`src/rtl/lfsr_gen.sv`:
```
// Fibonacci LFSR with seed load, counted bursts, lock-up recovery and period measurement.
// Optional scrambler mode folds a serial input into the feedback.
module lfsr_gen #(
  parameter int unsigned       WIDTH = 8,
  parameter logic [WIDTH-1:0]  TAPS  = 8'hC9,
  parameter logic [WIDTH-1:0]  SEED  = 8'h01,
  parameter bit                XNOR  = 1'b0,
  parameter int unsigned       CNT_W = 16
) (
  input  logic             i_clk,
  input  logic             i_rs,
  input  logic             i_en,
  input  logic             i_load,
  input  logic [WIDTH-1:0] i_seed_in,
  input  logic             i_scr,
  input  logic             i_din,
  input  logic             i_start,
  input  logic [CNT_W-1:0] i_nsteps,
  output logic [WIDTH-1:0] o_state,
  output logic             o_sout,
  output logic             o_busy,
  output logic             o_done,
  output logic             o_wrap,
  output logic             o_lockup,
  output logic [WIDTH-1:0] o_period
);

  localparam logic [WIDTH-1:0] LOCK_VAL = XNOR ? {WIDTH{1'b1}} : {WIDTH{1'b0}};

  typedef enum logic {StIdle, StRun} fsm_e;

  fsm_e             r_fsm, w_fsm_nxt;
  logic [CNT_W-1:0] r_rem, w_rem_nxt;
  logic [WIDTH-1:0] r_state, r_ref, r_cnt, r_period;
  logic             r_done, r_wrap, r_lockup;
  logic             w_done_nxt, w_do_step, w_fb;
  logic [WIDTH-1:0] w_step_nxt;

  always_comb begin
    w_fb       = (^(r_state & TAPS)) ^ XNOR ^ (i_scr & i_din);
    w_step_nxt = {r_state[WIDTH-2:0], w_fb};
  end

  // Burst control; an accepted start suppresses the en step in the same cycle.
  always_comb begin
    w_fsm_nxt  = r_fsm;
    w_rem_nxt  = r_rem;
    w_done_nxt = 1'b0;
    w_do_step  = 1'b0;
    unique case (r_fsm)
      StIdle: begin
        if (i_start) begin
          if (i_nsteps != '0) begin
            w_fsm_nxt = StRun;
            w_rem_nxt = i_nsteps;
          end else begin
            w_done_nxt = 1'b1;
          end
        end else begin
          w_do_step = i_en;
        end
      end
      StRun: begin
        w_do_step = 1'b1;
        w_rem_nxt = r_rem - 1'b1;
        if (r_rem == {{(CNT_W-1){1'b0}}, 1'b1}) begin
          w_fsm_nxt  = StIdle;
          w_done_nxt = 1'b1;
        end
      end
      default: w_fsm_nxt = StIdle;
    endcase
  end

  always_ff @(posedge i_clk) begin
    if (i_rs) begin
      r_fsm    <= StIdle;
      r_rem    <= '0;
      r_state  <= SEED;
      r_ref    <= SEED;
      r_cnt    <= '0;
      r_period <= '0;
      r_done   <= 1'b0;
      r_wrap   <= 1'b0;
      r_lockup <= 1'b0;
    end else begin
      r_wrap   <= 1'b0;
      r_lockup <= 1'b0;
      if (i_load) begin
        r_fsm   <= StIdle;
        r_rem   <= '0;
        r_done  <= 1'b0;
        r_state <= i_seed_in;
        r_ref   <= i_seed_in;
        r_cnt   <= '0;
      end else begin
        r_fsm  <= w_fsm_nxt;
        r_rem  <= w_rem_nxt;
        r_done <= w_done_nxt;
        if (w_do_step) begin
          if (r_state == LOCK_VAL) begin
            r_state  <= SEED;
            r_lockup <= 1'b1;
            r_cnt    <= '0;
          end else begin
            r_state <= w_step_nxt;
            if (w_step_nxt == r_ref) begin
              r_period <= r_cnt + 1'b1;
              r_wrap   <= 1'b1;
              r_cnt    <= '0;
            end else begin
              r_cnt <= r_cnt + 1'b1;
            end
          end
        end
      end
    end
  end

  assign o_state  = r_state;
  assign o_sout   = r_state[WIDTH-1];
  assign o_busy   = (r_fsm == StRun);
  assign o_done   = r_done;
  assign o_wrap   = r_wrap;
  assign o_lockup = r_lockup;
  assign o_period = r_period;

endmodule

```
`config.mk`:
```
export PLATFORM = sky130hd
export DESIGN_NAME = lfsr_gen
export DESIGN_NICKNAME = d
export VERILOG_FILES = /design/src/rtl/lfsr_gen.sv
export SDC_FILE = /design/constraint.sdc
export NUM_CORES = 1
export LEC_CHECK = 0
export CORE_MARGIN = 2
export CORE_UTILIZATION = 55
export DETAILED_ROUTE_END_ITERATION = 10
export GPL_TIMING_DRIVEN = 0
export PLACE_DENSITY = 0.84
export SLEW_MARGIN = 10
export SYNTH_ARGS = -nofsm -noshare
export SYNTH_HDL_FRONTEND = slang
export SYNTH_SLANG_ARGS = --single-unit
```
`constraint.sdc`:
```
create_clock -name i_clk -period 3.6 [get_ports i_clk]
set_input_delay 0.36 -clock i_clk [delete_from_list [all_inputs] [get_ports i_clk]]
set_output_delay 0.36 -clock i_clk [all_outputs]
set_load 0.01 [all_outputs]
```
* Word-level counts from Yosys, hierarchy flattened
Cells that the tools add are included.
Operators by class: $add $sub $neg 2, equal/unequal tests 4, muxes and demuxes 20, bitwise gates (word level) 6, reductions and logical operators 9
Operator list (count):
- $mux W8 | 5
- $mux W16 | 2
- $pmux W16 S2 | 1
- $eq A16 B1 Y1 const B | 1
- $reduce_bool A16 Y1 | 1
- $sub A16 B1 Y16 const B | 1
- $mux W1 | 9
- $add A8 B1 Y8 const B | 1
- $eq A8 B8 Y1 | 1
- $logic_not A8 Y1 | 1
- $reduce_xor A8 Y1 | 1
- $pmux W1 S2 | 3
- $ne A2 B2 Y1 const B | 2
- $not A1 Y1 | 4
- $reduce_and A4 Y1 | 1
- $reduce_or A4 Y1 | 1
- $reduce_or A3 Y1 | 1
- $reduce_and A2 Y1 | 1
- $reduce_bool A2 Y1 | 1
- $reduce_or A2 Y1 | 1
- $and A1 B1 Y1 | 1
- $xor A1 B1 Y1 | 1
Word-level totals: flip-flop bits (word level) 52, bits of input ports 31, output and inout bits 21, logic and storage cells 50

* Longest topological paths before layout
depth in word-level cells 5, depth in mapped cells 8, gate-level depth less buffers 7

* Worst setup path before layout
No wires, ideal clock.
kind flip-flop to flip-flop, start point register r_state[6] (netlist: o_state[6]), end point register r_period[6] (netlist: o_period[6]), setup time 0.121 ns, arrival 2.102 ns, required time 3.479 ns, slack 1.378 ns, stages on the path, launching flop included 8, buffers on the path 0, period minus slack after synthesis 2.222 ns, path through dfxtp_1 > inv_1 > ha_1 > xnor2_1 > xnor3_1 > xor2_1 > nor3_2 > mux2_2
Between the ends: longest elaborated chain between the ends 4, elaborated cells on any way between the ends 6, those cells by class eq/ne: 1; bitwise: 2; reduce/logical: 3
Ends and longest elaborated chain:
- start: declaration | RTL line 34 | logic [WIDTH-1:0] r_state, r_ref, r_cnt, r_period;
- start signal: assignment | RTL line 93 | r_state <= i_seed_in;
- start signal: assignment | RTL line 106 | r_state <= w_step_nxt;
- $reduce_xor A8 Y1 | RTL line 40 | w_fb = (^(r_state & TAPS)) ^ XNOR ^ (i_scr & i_din);
- $xor A1 B1 Y1 | RTL line 40
- $eq A8 B8 Y1 | RTL line 107 | if (w_step_nxt == r_ref) begin
- $reduce_and A4 Y1 (no source line) *
- end signal: assignment | RTL line 108 | r_period <= r_cnt + 1'b1;
- end: declaration | RTL line 34
Mark *: on every way between the ends. The rest lies on a longest branch, timed or not. A chain may end at the register's enable or synchronous reset.

* Worst setup path in the final report
Ends and elaborated chain as after synthesis.

==> summary.txt <==
Status
  • Status: finished clean

Power
  • Pwr dens: 386.6 mW/mm2
  • Seq pwr share: 48.0%
  • Combinational share of power: 18.9%
  • Sw power: 0.3532 mW
  • Clk pwr share: 33.0%
  • Max VDD drop: 0.3438 mV
  • Internal power: 0.9331 mW
  • Switching part of the total power: 27.46%
  • Leak Pwr: 1.187 nW
  • Power Total: 1.286 mW

STA
  • Unrepaired setup endpoints after global routing: no
  • Worst Hold Slack: 0.4715 ns
  • Slew Limit Fails: 0
  • Final setup viols: 0
  • Max frequency: 399.1 MHz
  • Rel. slew slack: 40.32%
  • Final setup TNS: 0 ns
  • Min Tclk post-route: 2.505 ns
  • Tcrit/Tclk final: 69.60%
  • Setup Skew: 0.006603 ns
  • Final hold violations: 0
  • Slew @ Worst Pin: 0.8920 ns

Synth
  • Synth warn: 0
  • Synth Register Bits: 52
  • Area leader, netlist: dfxtp_1
  • Fraction of registers with async set/reset: 0%
  • Register area share after synthesis: 39.47%
  • Area of the mapped netlist: 0.002638 mm2
  • Synth cell types: 48
  • Top cells by count, synth: dfxtp_1, a21oi_1, nand2_1
  • Synth top area share: 39.47%
  • Syn avg cell area: 8.320 um2
  • EDFF count, synth: 0
  • Count leader, synth: dfxtp_1
  • Syn Inst Count: 317
  • Most used flip-flop cell after synthesis: dfxtp_1
  • Synth area leaders: dfxtp_1, a21oi_1, nand2_1, nor2_1, mux2i_1
  • Syn nets: 352

CTS
  • Clk_lat worst skew: 0.31 ns
  • CTS clk-pin slew, worst paths: 0.09 ns
  • Cts repair resizes: 0
  • Clock buffer depth: 2
  • Clk sink count: 52
  • TritonCTS clock tree: yes
  • Num CTS Buffers: 5
  • CTS hold repair buffers: 0
  • Htree depth: 2
  • Root Buffer: clkbuf_8
  • Setup bufs post-CTS: 0

Global route
  • Initial antenna violation count: 0
  • GRT Util Overall: 25.87%
  • Vias in the first global route: 2377
  • GRT overflow: 0
  • Largest net degree at the start of global routing: 17
  • Global-route wire length before repair: 10850 um

Route
  • Total vias in the final route: 2580
  • Drt initial violations: 202
  • Per-cell routed wire length: 15.63 um
  • Drt first pass iters: 5
  • Post-DRT Antenna Nets: 0
  • DRC errors left: 0
  • Vias per std cell: 6.014
  • Final WL: 6705 um

Setup path
  • WP data arrival: 2.71 ns
  • Crit. End Element: flop
  • Req. time, crit path: 3.80 ns
  • Critical Path Start Type: flop
  • Setup CP Type: flop to flop
  • CP Max Fanout: 7

Floorplanning
  • Rows: 25
  • Die ar.: 0.005366 mm2
  • Die X: 73.25 um
  • Chip height: 73.25 um
  • Initial Util: 56.59%
  • Ports: 52
  • Core area: 0.004661 mm2

Final layout
  • Layout Nets: 409
  • Antenna diode count: 0
  • Area Growth Syn to Fin: 26.14%
  • Layout cell share with drive strength beyond 1: 6.400%
  • Final core utilization: 71.38%

Worst hold path
  • Hold WC Path Type: flop to flop

Placement
  • Hpwl dp: 4835 um
  • Port Buffer Count: 50
  • Placer Congestion: 0.8954

Job
  • Max-cap violations: 0
-- registers in the layout, indices dropped and copies added (netlist names) --
| name | count |
|---|---|
| r_rem | 16 |
| o_period | 8 |
| o_state | 8 |
| r_cnt | 8 |
| r_ref | 8 |
| o_busy | 1 |
| o_done | 1 |
| o_lockup | 1 |
| o_wrap | 1 |
-- per-layer routing --
layer  track usage, %  share of wire, %  wire length, um  vias to the layer above
li1                 -                 -                -                     1267
met1            32.99                43             2888                     1182
met2            42.14                48             3204                      110
met3            4.527               6.1              410                       21
met4            12.76               3.0              201                        0
met5                0                 0                0                        -
-- layout by cell type, fill, tap and decap left out, types with 9 or more instances in the layout --
cell	instances
nor3_1	11
mux2i_1	9
a21oi_1	40
inv_1	10
nand3_1	9
clkbuf_1	13
nor2_1	25
o21ai_0	12
dfxtp_1	52
clkdlybuf4s50_1	50
nand2_1	29
-- final timing paths --
kind / startpoint / to / slack (ns) / cells after the start
setup reg to reg: o_state[6] / o_period[6] / 1.09 / 7
setup / recovery: o_state[6] / o_period[6] / 1.09 / 7
hold / removal: o_period[5] / o_period[5] / 0.47 / 2
hold reg to reg: o_period[5] / o_period[5] / 0.47 / 2
-- cells by family after synthesis --
logic type | after synthesis | synth area share [%]
xor gates and xnor gates | 13 | 4.839
buffers and inverters | 26 | 3.890
adders and majority gates | 4 | 1.898
and+or+nand+nor | 119 | 23.43
muxes | 11 | 4.270
AOI/OAI and AO/OA | 92 | 22.20
DFF | 52 | 39.47
-- worst max-delay path, cell delays in order, from the launching register on --
cell	delay [ns]
dfxtp_1	0.43
inv_1	0.07
ha_1	0.18
nor4b_1	0.17
o2bb2ai_1	0.31
or2_2	0.40
nor3_2	0.45
mux2_2	0.39
-- power by group through the flow --
stage / clock network [mW] / logic [mW] / registers, mW
6_report: 0.425 / 0.243 / 0.618
5_1_grt: 0.453 / 0.268 / 0.621
4_1_cts: 0.433 / 0.240 / 0.617
3_5_place_dp: 0 / 0.239 / 0.631
3_3_place_gp: 0 / 0.234 / 0.630
2_1_floorplan: 0 / 0.147 / 0.629
-- through the flow --
step	setup WS (ns)	std cells	cell area [um2]
3_5_place_dp	0.8924	421	3206
3_3_place_gp	0.9236	421	3206
4_1_cts	1.096	429	3327
2_1_floorplan	1.378	317	2638
6_report	1.095	429	3327
5_1_grt	0.9636	429	3327
-- cell type report --
| type | count | area, um2 |
|---|---|---|
| multi-input combinational | 239 | 1494 |
| clock inverter | 2 | 38.79 |
| timing repair buffer | 50 | 500.5 |
| fill | 386 | 1334 |
| inverter | 10 | 37.54 |
| tap | 54 | 67.56 |
| buffer | 16 | 65.06 |
| clock buffer | 6 | 82.58 |
| sequential | 52 | 1041 |
Note: power is estimated with default switching activity, not from simulation.
